--- src/rtl/vel_pkg.sv ---
// Shared definitions for the logo velocity control slice.
//   - rpt_state_e   : per-button auto-repeat FSM encoding
//   - DEF_*         : default timing constants for the 12 MHz pixel clock
//   - VEL_W         : default width of the velocity level
package vel_pkg;

  localparam int VEL_W = 4;

  // 12 MHz clock: 10 ms debounce, 0.5 s before repeat, 100 ms between repeats.
  localparam int DEF_DEBOUNCE_CYCLES = 120000;
  localparam int DEF_REPEAT_DELAY    = 6000000;
  localparam int DEF_REPEAT_PERIOD   = 1200000;

  typedef enum logic [1:0] {
    IDLE   = 2'd0,
    DELAY  = 2'd1,
    REPEAT = 2'd2
  } rpt_state_e;

endpackage

--- src/rtl/btn_debounce.sv ---
// Conditions one raw push-button into a debounced level and step pulses.
//   clk  : pixel clock
//   clr  : synchronous active-high reset
//   btn  : raw button, asynchronous to clk
//   st   : debounced stable level (1 = pressed)
//   step : one-cycle pulse on a new press and on each auto-repeat tick
// A button already held when clr asserts is not treated as a new press; it
// must be released (debounced) and pressed again before it produces steps.
module btn_debounce
  import vel_pkg::*;
#(
  parameter int DEBOUNCE_CYCLES = DEF_DEBOUNCE_CYCLES,
  parameter int REPEAT_DELAY    = DEF_REPEAT_DELAY,
  parameter int REPEAT_PERIOD   = DEF_REPEAT_PERIOD,
  parameter bit BTN_ACTIVE_LOW  = 1'b0
) (
  input  logic clk,
  input  logic clr,
  input  logic btn,
  output logic st,
  output logic step
);

  localparam int RC_MAX = (REPEAT_DELAY > REPEAT_PERIOD) ? REPEAT_DELAY : REPEAT_PERIOD;
  localparam int DC_W   = $clog2(DEBOUNCE_CYCLES);
  localparam int RC_W   = $clog2(RC_MAX);

  localparam logic [DC_W-1:0] DC_LAST = DC_W'(DEBOUNCE_CYCLES - 1);
  localparam logic [RC_W-1:0] RD_LAST = RC_W'(REPEAT_DELAY - 1);
  localparam logic [RC_W-1:0] RP_LAST = RC_W'(REPEAT_PERIOD - 1);
  localparam logic            BTN_REL = BTN_ACTIVE_LOW; // raw level when released

  logic [1:0]      sync_q;
  logic [1:0]      fill_q;   // marks when sync_q holds real samples again
  logic            lvl;
  logic [DC_W-1:0] dc;
  logic [DC_W-1:0] ac;       // consecutive released samples while disarmed
  logic            armed;

  rpt_state_e      state_q, state_d;
  logic [RC_W-1:0] rc_q, rc_d;

  // NOTE: every clocked process uses non-blocking assignments so all
  // registers update from the same pre-edge values.
  always_ff @(posedge clk) begin
    if (clr) begin
      sync_q <= {2{BTN_REL}};
      fill_q <= '0;
    end else begin
      sync_q <= {sync_q[0], btn};
      fill_q <= {fill_q[0], 1'b1};
    end
  end

  assign lvl = sync_q[1] ^ BTN_ACTIVE_LOW;

  always_ff @(posedge clk) begin
    if (clr) begin
      st    <= 1'b0;
      dc    <= '0;
      ac    <= '0;
      armed <= 1'b0;
    end else begin
      if (lvl == st) begin
        dc <= '0;
      end else if (dc == DC_LAST) begin
        st <= lvl;
        dc <= '0;
      end else begin
        dc <= dc + 1'b1;
      end

      // Arm once a genuine release has been seen: either a debounced 1->0,
      // or a full debounce window of released samples after reset.
      if (!armed) begin
        if (st && !lvl && dc == DC_LAST) begin
          armed <= 1'b1;
        end else if (!st && !lvl && fill_q[1]) begin
          if (ac == DC_LAST) armed <= 1'b1;
          else               ac    <= ac + 1'b1;
        end else begin
          ac <= '0;
        end
      end
    end
  end

  always_ff @(posedge clk) begin
    if (clr) begin
      state_q <= IDLE;
      rc_q    <= '0;
    end else begin
      state_q <= state_d;
      rc_q    <= rc_d;
    end
  end

  // NOTE: all combinational outputs get a default first so no path through
  // the case statement can leave one unassigned and infer a latch.
  always_comb begin
    state_d = state_q;
    rc_d    = rc_q;
    step    = 1'b0;
    case (state_q)
      IDLE: begin
        // In IDLE, st=1 can only mean a fresh press (DELAY/REPEAT leave on st=0).
        if (st && armed) begin
          step    = 1'b1;
          state_d = DELAY;
          rc_d    = '0;
        end
      end
      DELAY: begin
        if (!st) begin
          state_d = IDLE;
          rc_d    = '0;
        end else if (rc_q == RD_LAST) begin
          step    = 1'b1;
          state_d = REPEAT;
          rc_d    = '0;
        end else begin
          rc_d = rc_q + 1'b1;
        end
      end
      REPEAT: begin
        if (!st) begin
          state_d = IDLE;
          rc_d    = '0;
        end else if (rc_q == RP_LAST) begin
          step = 1'b1;
          rc_d = '0;
        end else begin
          rc_d = rc_q + 1'b1;
        end
      end
      default: begin
        state_d = IDLE;
        rc_d    = '0;
      end
    endcase
  end

  a_cycle_params: assert property (@(posedge clk)
    DEBOUNCE_CYCLES >= 2 && REPEAT_DELAY >= 2 && REPEAT_PERIOD >= 2)
    else $error("btn_debounce: cycle parameters must be >= 2");

endmodule

--- src/rtl/vel_ctrl.sv ---
// Logo velocity control: two conditioned buttons drive a saturating level.
//   clk         : pixel clock (shared with the logo block)
//   clr         : synchronous active-high reset
//   inc_vel     : raw increment button, asynchronous
//   dec_vel     : raw decrement button, asynchronous
//   vel         : current velocity level
//   vel_changed : one-cycle pulse in the cycle vel takes a new value
//   at_max      : vel == VEL_MAX
//   at_min      : vel == VEL_MIN
module vel_ctrl
  import vel_pkg::*;
#(
  parameter int DEBOUNCE_CYCLES = vel_pkg::DEF_DEBOUNCE_CYCLES,
  parameter int REPEAT_DELAY    = vel_pkg::DEF_REPEAT_DELAY,
  parameter int REPEAT_PERIOD   = vel_pkg::DEF_REPEAT_PERIOD,
  parameter int VEL_W           = vel_pkg::VEL_W,
  parameter int VEL_MIN         = 1,
  parameter int VEL_MAX         = 15,
  parameter int VEL_RESET       = 4,
  parameter bit BTN_ACTIVE_LOW  = 1'b0
) (
  input  logic             clk,
  input  logic             clr,
  input  logic             inc_vel,
  input  logic             dec_vel,
  output logic [VEL_W-1:0] vel,
  output logic             vel_changed,
  output logic             at_max,
  output logic             at_min
);

  localparam logic [VEL_W-1:0] VMIN = VEL_W'(VEL_MIN);
  localparam logic [VEL_W-1:0] VMAX = VEL_W'(VEL_MAX);
  localparam logic [VEL_W-1:0] VRST = VEL_W'(VEL_RESET);

  logic             inc_st, dec_st;
  logic             inc_step, dec_step;
  logic [1:0]       unused_st;   // stable levels are not needed at this level
  logic [VEL_W-1:0] vel_d;

  btn_debounce #(
    .DEBOUNCE_CYCLES (DEBOUNCE_CYCLES),
    .REPEAT_DELAY    (REPEAT_DELAY),
    .REPEAT_PERIOD   (REPEAT_PERIOD),
    .BTN_ACTIVE_LOW  (BTN_ACTIVE_LOW)
  ) u_inc (
    .clk  (clk),
    .clr  (clr),
    .btn  (inc_vel),
    .st   (inc_st),
    .step (inc_step)
  );

  btn_debounce #(
    .DEBOUNCE_CYCLES (DEBOUNCE_CYCLES),
    .REPEAT_DELAY    (REPEAT_DELAY),
    .REPEAT_PERIOD   (REPEAT_PERIOD),
    .BTN_ACTIVE_LOW  (BTN_ACTIVE_LOW)
  ) u_dec (
    .clk  (clk),
    .clr  (clr),
    .btn  (dec_vel),
    .st   (dec_st),
    .step (dec_step)
  );

  assign unused_st = {inc_st, dec_st};

  // Coincident steps cancel; saturation holds instead of wrapping.
  always_comb begin
    vel_d = vel;
    if (inc_step && !dec_step && vel < VMAX) begin
      vel_d = vel + 1'b1;
    end else if (dec_step && !inc_step && vel > VMIN) begin
      vel_d = vel - 1'b1;
    end
  end

  always_ff @(posedge clk) begin
    if (clr) begin
      vel         <= VRST;
      vel_changed <= 1'b0;
    end else begin
      vel         <= vel_d;
      vel_changed <= (vel_d != vel);
    end
  end

  assign at_max = (vel == VMAX);
  assign at_min = (vel == VMIN);

  a_vel_params: assert property (@(posedge clk)
    VEL_MIN <= VEL_RESET && VEL_RESET <= VEL_MAX && VEL_MAX < (2 ** VEL_W))
    else $error("vel_ctrl: need VEL_MIN <= VEL_RESET <= VEL_MAX < 2**VEL_W");

endmodule

--- config.mk ---
export PLATFORM = sky130hd
export DESIGN_NAME = vel_ctrl
export DESIGN_NICKNAME = d
export VERILOG_FILES = /design/src/rtl/vel_pkg.sv /design/src/rtl/btn_debounce.sv /design/src/rtl/vel_ctrl.sv
export SDC_FILE = /design/constraint.sdc
export NUM_CORES = 1
export LEC_CHECK = 0
export CORE_MARGIN = 8
export CORE_UTILIZATION = 55
export CTS_CLUSTER_DIAMETER = 80
export DETAILED_ROUTE_END_ITERATION = 16
export MAX_ROUTING_LAYER = met4
export PLACE_DENSITY = 0.73
export SKIP_CTS_REPAIR_TIMING = 1
export SYNTH_ARGS = -nofsm -noshare
export SYNTH_HDL_FRONTEND = slang
export SYNTH_SLANG_ARGS = --single-unit
--- constraint.sdc ---
create_clock -name clk -period 2.5 [get_ports clk]
set_input_delay 0.5 -clock clk [delete_from_list [all_inputs] [get_ports clk]]
set_output_delay 0.5 -clock clk [all_outputs]
set_load 0.05 [all_outputs]
==> results of run 1 <==
## registers in the layout, indices dropped and copies added (netlist names), 2 cells and up
name,count
u_inc.dc,17
u_dec.rc_q,23
u_inc.sync_q,2
u_dec.sync_q,2
u_dec.dc,17
vel,4
u_inc.ac,17
u_inc.rc_q,23
u_inc.state_q,2
u_dec.state_q,2
u_dec.ac,17
## critical path, stage by stage (launching register included)
cell and delay [ns]:
dfxtp_1 0.31, or4b_1 0.50, or3_1 0.37, mux2i_1 0.13, a21oi_1 0.11, or3_4 0.42
o22ai_2 0.13, mux2_1 0.34
## through the flow
step           setup TNS (ns)  cells  instance area, sq um  worst slack [ns]
2_1_floorplan               0    721                  6210             0.130
3_3_place_gp                0    873                  6560             0.122
3_5_place_dp                0    873                  6560            0.0885
4_1_cts                     0    905                  7200            0.0692
5_1_grt               -0.0270    905                  7240           -0.0270
6_report                    0    905                  7240            0.0784
## layer usage
layer	share of wire	vias up	global-route usage
li1	-	2548	-
met1	0.47	2308	0.195
met2	0.48	60	0.282
met3	0.034	18	0.0537
met4	0.016	0	0.0724
met5	0	-	-
## layout make-up
class / count / area share
Multi-Input combinational cell: 553 / 0.476
Sequential cell: 133 / 0.368
Clock buffer: 23 / 0.0674
Timing Repair Buffer: 29 / 0.0346
Tap cell: 140 / 0.0242
Clock inverter: 9 / 0.0204
Inverter: 18 / 0.00934
## logic make-up after synthesis
family                     Yosys count
and+or+nand+nor                    373
adders and majority gates           21
muxes                                7
xor gates and xnor gates            94
DFF                                133
buffers and inverters               35
AOI/OAI and AO/OA                   58
## power by group through the flow
stage | clock network [mW] | registers, mW | logic, mW
after floorplan | 0 | 2.21 | 0.114
after global placement | 0 | 2.20 | 0.166
after detailed placement | 0 | 2.20 | 0.172
after CTS | 2.69 | 2.16 | 0.173
after global routing | 2.78 | 2.16 | 0.193
final | 2.65 | 2.16 | 0.173
## cell usage in the layout (no fill, tap or decap), types with 12 or more instances in the layout
| cell | netlist | layout |
|---|---|---|
| nand2_1 | 60 | 60 |
| dfxtp_1 | 133 | 133 |
| nor3_1 | 16 | 15 |
| and3_1 | 18 | 18 |
| ha_1 | 21 | 20 |
| xor2_1 | 53 | 53 |
| a21oi_1 | 23 | 23 |
| xnor2_1 | 41 | 41 |
| nor2_1 | 138 | 138 |
| clkbuf_16 | 0 | 17 |
| and4_1 | 12 | 12 |
| nand4_1 | 24 | 24 |
| nand3_1 | 45 | 45 |
| buf_4 | 1 | 20 |
| inv_1 | 17 | 17 |
## final timing paths
kind	startpoint	endpoint	slack (ns)
max	u_dec.rc_q[15]	vel[3]	0.08
max reg2reg	u_dec.rc_q[15]	vel[3]	0.08
min reg2reg	u_inc.sync_q[0]	u_inc.sync_q[1]	0.44
min	u_inc.sync_q[0]	u_inc.sync_q[1]	0.44
==> metrics.md, run 1 <==
| Metric | Value |
|---|---|
| Unrepaired setup endpoints after global routing | true |
| Unique masters post-synth | 53 |
| Core area | 10900 sq um |
| Post-synth EDFFs | 0 |
| Register area share after synthesis | 0.429 |
| Largest cells by area after synthesis | dfxtp_1, nor2_1, xor2_1, xnor2_1, ha_1 |
| Relative slew slack | 0.572 |
| Final WL | 12.0 mm |
| TritonCTS clock tree | done |
| Status | finished, final reports clean |
| Cell Pwr Density | 688 nW/um^2 |
| Worst hold path type | flip-flop to flip-flop |
| Total power | 4.98 mW |
| Later-pin clock latency in the skew report | 0.41 ns |
| Synth Instances | 721 |
| Data required time at the worst endpoint | 2.80 ns |
| Final setup fails | 0 |
| Flops & latches, synth | 133 |
| Die area | 14900 sq um |
| Psw | 1.01 mW |
| Post-synthesis mux area share | 0.0115 |
| Adder-Cell Fraction of Synth Area | 0.0424 |
| Post-synth top flop | dfxtp_1 |
| Crit end category | flip-flop |
| Critical path peak fanout | 5 |
| Top cells by count, synth | nor2_1, dfxtp_1, nand2_1, xor2_1, nand3_1 |
| Top-count cell post-synth | nor2_1 |
| Multi-input logic area | 3440 sq um |
| Net Sw Frac | 0.202 |
| Seq pwr share | 0.433 |
| Syn_nets | 746 |
| Gr ovfl total | 0 |
| Largest family of logic cells by synthesized area | simple AND/OR/NAND/NOR gates |
| Synth-to-Final Area Change | 16.7% |
| Post-synth top area cell | dfxtp_1 |
| Max IR drop VDD | 780 uV |
| Clk pwr share | 0.532 |
| Register area | 2660 sq um |
| # H-tree levels | 4 |
| Die W | 122 um |
| Initial core utilization | 0.567 |
| First-pass GRT wire length | 20.6 mm |
| Fillers | 884 |
| WHS Path Cells | 1 |
| Clock root buffer | clkbuf_16 |
| Clock skew | 0.00693 ns |
| Synth Area in Compound Gates | 0.0599 |
| Share of layout cells above drive strength 1 | 0.0915 |
| Final Max Slew Viols | 0 |
| Worst-path clk slew | 0.06 ns |
| Tmin final | 2.42 ns |
| Synth top area share | 0.429 |
| CP arrival | 2.72 ns |
| Num CTS Buffers | 17 |
| Initial antenna violation count | 0 |
| WL per Instance | 13.2 um |
| Hold slack | 0.440 ns |
| Final period util | 0.969 |
| Port Buffers | 10 |
| Post-Synth Simple-Gate Area | 0.302 |
| Leakage power | 2.52 nW |
| Worst-case reg-to-reg path depth | 7 |
| Clk sinks | 133 |
| Clk buf depth | 2 |
| Fmax achieved | 413 MHz |
| Worst setup SP type | flip-flop |
| Nets@finish | 777 |
| Antenna cell count | 0 |
| Post-layout util | 0.662 |
| Mapped cell area | 6200 sq um |
| Vias in the first global route | 4722 |
| # IOs | 11 |
| Max cap viols | 0 |
| Antenna viol nets, final | 0 |
| Final Hold Fails | 0 |
| Largest net degree at the start of global routing | 24 |
| Vias | 4934 |
| Internal | 3.97 mW |
| DPL Wire Length | 8.17 mm |
| Chip height | 122 um |
| Xor-xnor portion of the synthesized cell area | 0.133 |
| Initial DRT Pass Iterations | 4 |
| Async SR Flop Fraction | 0 |
| Num rows | 38 |
| WS Path Type | flip-flop to flip-flop |
| GRT Total Usage | 0.174 |
| Avg Cell Area, Syn | 8.60 sq um |
| Starting DRT DRC Count | 253 |
| Synth warn | 0 |
| Detailed-route vias per instance | 5.45 |
| Combinational share of power | 0.035 |
| Number of remaining DRC errors | 0 |
| Placer congestion estimate | 0.853 |
| Slew @ Worst Pin | 0.641 ns |
(Power assumes the default switching activity.)
==> inputs of run 2 (changes only) <==
--- a/config.mk
+++ b/config.mk
@@ -5,9 +5,11 @@
 export SDC_FILE = /design/constraint.sdc
 export NUM_CORES = 1
 export LEC_CHECK = 0
+export CAP_MARGIN = 20
 export CORE_MARGIN = 8
 export CORE_UTILIZATION = 55
 export CTS_CLUSTER_DIAMETER = 80
+export CTS_CLUSTER_SIZE = 16
 export DETAILED_ROUTE_END_ITERATION = 16
 export MAX_ROUTING_LAYER = met4
 export PLACE_DENSITY = 0.73
==> results of run 2 <==
Same layout as run 1: the final DEF is identical, and so are final timing and power.
==> inputs of run 3 (changes only) <==
--- a/config.mk
+++ b/config.mk
@@ -12,7 +12,7 @@
 export CTS_CLUSTER_SIZE = 16
 export DETAILED_ROUTE_END_ITERATION = 16
 export MAX_ROUTING_LAYER = met4
-export PLACE_DENSITY = 0.73
+export PLACE_DENSITY = 0.71
 export SKIP_CTS_REPAIR_TIMING = 1
 export SYNTH_ARGS = -nofsm -noshare
 export SYNTH_HDL_FRONTEND = slang
==> constraint.sdc (replaced) <==
create_clock -name clk -period 2.26 [get_ports clk]
set_input_delay 0.452 -clock clk [delete_from_list [all_inputs] [get_ports clk]]
set_output_delay 0.452 -clock clk [all_outputs]
set_load 0.05 [all_outputs]
==> metrics.md, run 3 (same netlist as run 1, synthesis figures left out) <==
| Metric | Value |
|---|---|
| Most common cell after layout, fill and taps aside | nor2_1 (unchanged) |
| # H-tree levels | 4 (unchanged) |
| Detailed-route vias per instance | 5.47 (was 5.45) |
| Status | finished, violations left (was finished, final reports clean) |
| Antenna viol nets, final | 0 (unchanged) |
| WL per Instance | 13.6 um (was 13.2 um) |
| Max IR drop VDD | 901 uV (was 780 uV) |
| Leakage power | 2.73 nW (was 2.52 nW) |
| Number of remaining DRC errors | 0 (unchanged) |
| Worst hold path type | flip-flop to flip-flop (unchanged) |
| Final Hold Fails | 0 (unchanged) |
| DPL Wire Length | 8.60 mm (was 8.17 mm) |
| Unrepaired setup endpoints after global routing | true (unchanged) |
| Clock root buffer | clkbuf_16 (unchanged) |
| Post-layout util | 0.693 (was 0.662) |
| GRT Total Usage | 0.182 (was 0.174) |
| Vias in the first global route | 4845 (was 4722) |
| Final WL | 12.8 mm (was 12.0 mm) |
| Multi-input logic area | 3550 sq um (was 3440 sq um) |
| Critical path peak fanout | 5 (unchanged) |
| Later-pin clock latency in the skew report | 0.42 ns (was 0.41 ns) |
| Nets@finish | 810 (was 777) |
| PnR worst setup slack | -0.103 ns (was 0.0784 ns) |
| Most frequent cells in the layout | nor2_1, dfxtp_1, nand2_1, xor2_1, buf_4 (was nor2_1, dfxtp_1, nand2_1, xor2_1, nand3_1) |
| Setup TNS | -0.298 ns (was 0 ns) |
| Die W | 122 um (unchanged) |
| Antenna cell count | 0 (unchanged) |
| Biggest regs | u_dec.rc_q (23), u_inc.rc_q (23) (unchanged) |
| Fillers | 831 (was 884) |
| Die area | 14900 sq um (unchanged) |
| Core area | 10900 sq um (unchanged) |
| Share of layout cells above drive strength 1 | 0.162 (was 0.0915) |
| Fmax achieved | 423 MHz (was 413 MHz) |
| Clock skew | 0.00745 ns (was 0.00693 ns) |
| TritonCTS clock tree | done (unchanged) |
| CP arrival | 2.67 ns (was 2.72 ns) |
| WS Path Type | flip-flop to flip-flop (unchanged) |
| CP Cell Sequence | or4b_1, or3_1, mux2i_1, a21oi_2, or3_4, o22ai_2, mux2_4 (was or4b_1, or3_1, mux2i_1, a21oi_1, or3_4, o22ai_2, mux2_1) |
| Max cap viols | 0 (unchanged) |
| Failing checks | setup timing |
| Initial antenna violation count | 0 (unchanged) |
| Final setup fails | 4 (was 0) |
| Worst-path clk slew | 0.06 ns (about the same) |
| Num rows | 38 (unchanged) |
| Worst setup SP type | flip-flop (unchanged) |
| Clk sinks | 133 (unchanged) |
| Final Max Slew Viols | 0 (unchanged) |
| Synth-to-Final Area Change | 22.1% (was 16.7%) |
| CP max stage cell | or4b_1 (unchanged) |
| Crit end category | flip-flop (unchanged) |
| Port Buffers | 10 (unchanged) |
| Clk buf depth | 2 (unchanged) |
| Register area | 2670 sq um (was 2660 sq um) |
| Relative slew slack | 0.618 (was 0.572) |
| Cell Pwr Density | 703 nW/um^2 (was 688 nW/um^2) |
| Starting DRT DRC Count | 411 (was 253) |
| Chip height | 122 um (unchanged) |
| Num CTS Buffers | 17 (unchanged) |
| Placer congestion estimate | 0.868 (was 0.853) |
| Gr ovfl total | 0 (unchanged) |
| Initial DRT Pass Iterations | 5 (was 4) |
| Slew @ Worst Pin | 0.572 ns (was 0.641 ns) |
| First-pass GRT wire length | 21.5 mm (was 20.6 mm) |
| Largest net degree at the start of global routing | 24 (unchanged) |
| Initial core utilization | 0.567 (unchanged) |
| Tmin final | 2.36 ns (was 2.42 ns) |
| Final period util | 1.05 (was 0.969) |
| # IOs | 11 (unchanged) |
| CP peak stage delay | 0.49 ns (was 0.50 ns) |
| Data required time at the worst endpoint | 2.57 ns (was 2.80 ns) |
| Vias | 5133 (was 4934) |
[run 3: power breakdown]
| part | internal [mW] | leakage (nW) | switching (mW) | total, mW |
|---|---|---|---|---|
| combinational | 0.0904 | 1.36 | 0.129 | 0.219 |
| sequential | 2.37 | 1.08 | 0.0193 | 2.39 |
| clock | 1.73 | 0.289 | 0.992 | 2.72 |
| total | 4.19 | 2.73 | 1.14 | 5.33 |
[run 3: path summary, 6_finish.rpt]
| check | slack, ns | to | cells after the start | from |
|---|---|---|---|---|
| min reg2reg | 0.45 | u_dec.fill_q[1] | 1 | u_inc.fill_q[0] |
| max | -0.10 | vel[3] | 7 | u_dec.rc_q[19] |
| min | 0.45 | u_dec.fill_q[1] | 1 | u_inc.fill_q[0] |
| max reg2reg | -0.10 | vel[3] | 7 | u_dec.rc_q[19] |
[run 3: area by class of cell]
cell class | instances | share of cell area
clock buffer | 23 | 0.0644
clock inverter | 9 | 0.0132
inverter | 18 | 0.00892
multi-input combinational | 553 | 0.469
sequential | 133 | 0.353
tap | 140 | 0.0231
timing repair buffer | 62 | 0.0689
[run 3: critical path, delay by kind of cell, from the launching register on]
| family | cells | cell delay (ns) |
|---|---|---|
| multiplexers | 2 | 0.48 |
| AO/OA/AOI/OAI | 2 | 0.21 |
| flip-flops | 1 | 0.33 |
| AND/OR/NAND/NOR | 3 | 1.22 |
[run 3: metal layers]
| metal | track usage | up-vias | part of all wire |
|---|---|---|---|
| met3 | 0.0528 | 20 | 0.032 |
| li1 | - | 2614 | - |
| met5 | - | - | 0 |
| met4 | 0.0746 | 0 | 0.017 |
| met2 | 0.294 | 69 | 0.49 |
| met1 | 0.208 | 2430 | 0.47 |
[run 3: per-stage QoR]
step / worst slack, ns / area (sq um) / std cells / power [mW] / hold slack, ns
2_1_floorplan: -0.0549 / 6220 / 721 / 2.57 / 0.414
3_3_place_gp: -0.0854 / 6820 / 904 / 2.64 / 0.417
3_5_place_dp: -0.113 / 6820 / 904 / 2.65 / 0.432
4_1_cts: -0.121 / 7400 / 936 / 5.37 / 0.451
5_1_grt: -0.185 / 7570 / 938 / 5.50 / 0.459
6_report: -0.103 / 7570 / 938 / 5.33 / 0.447
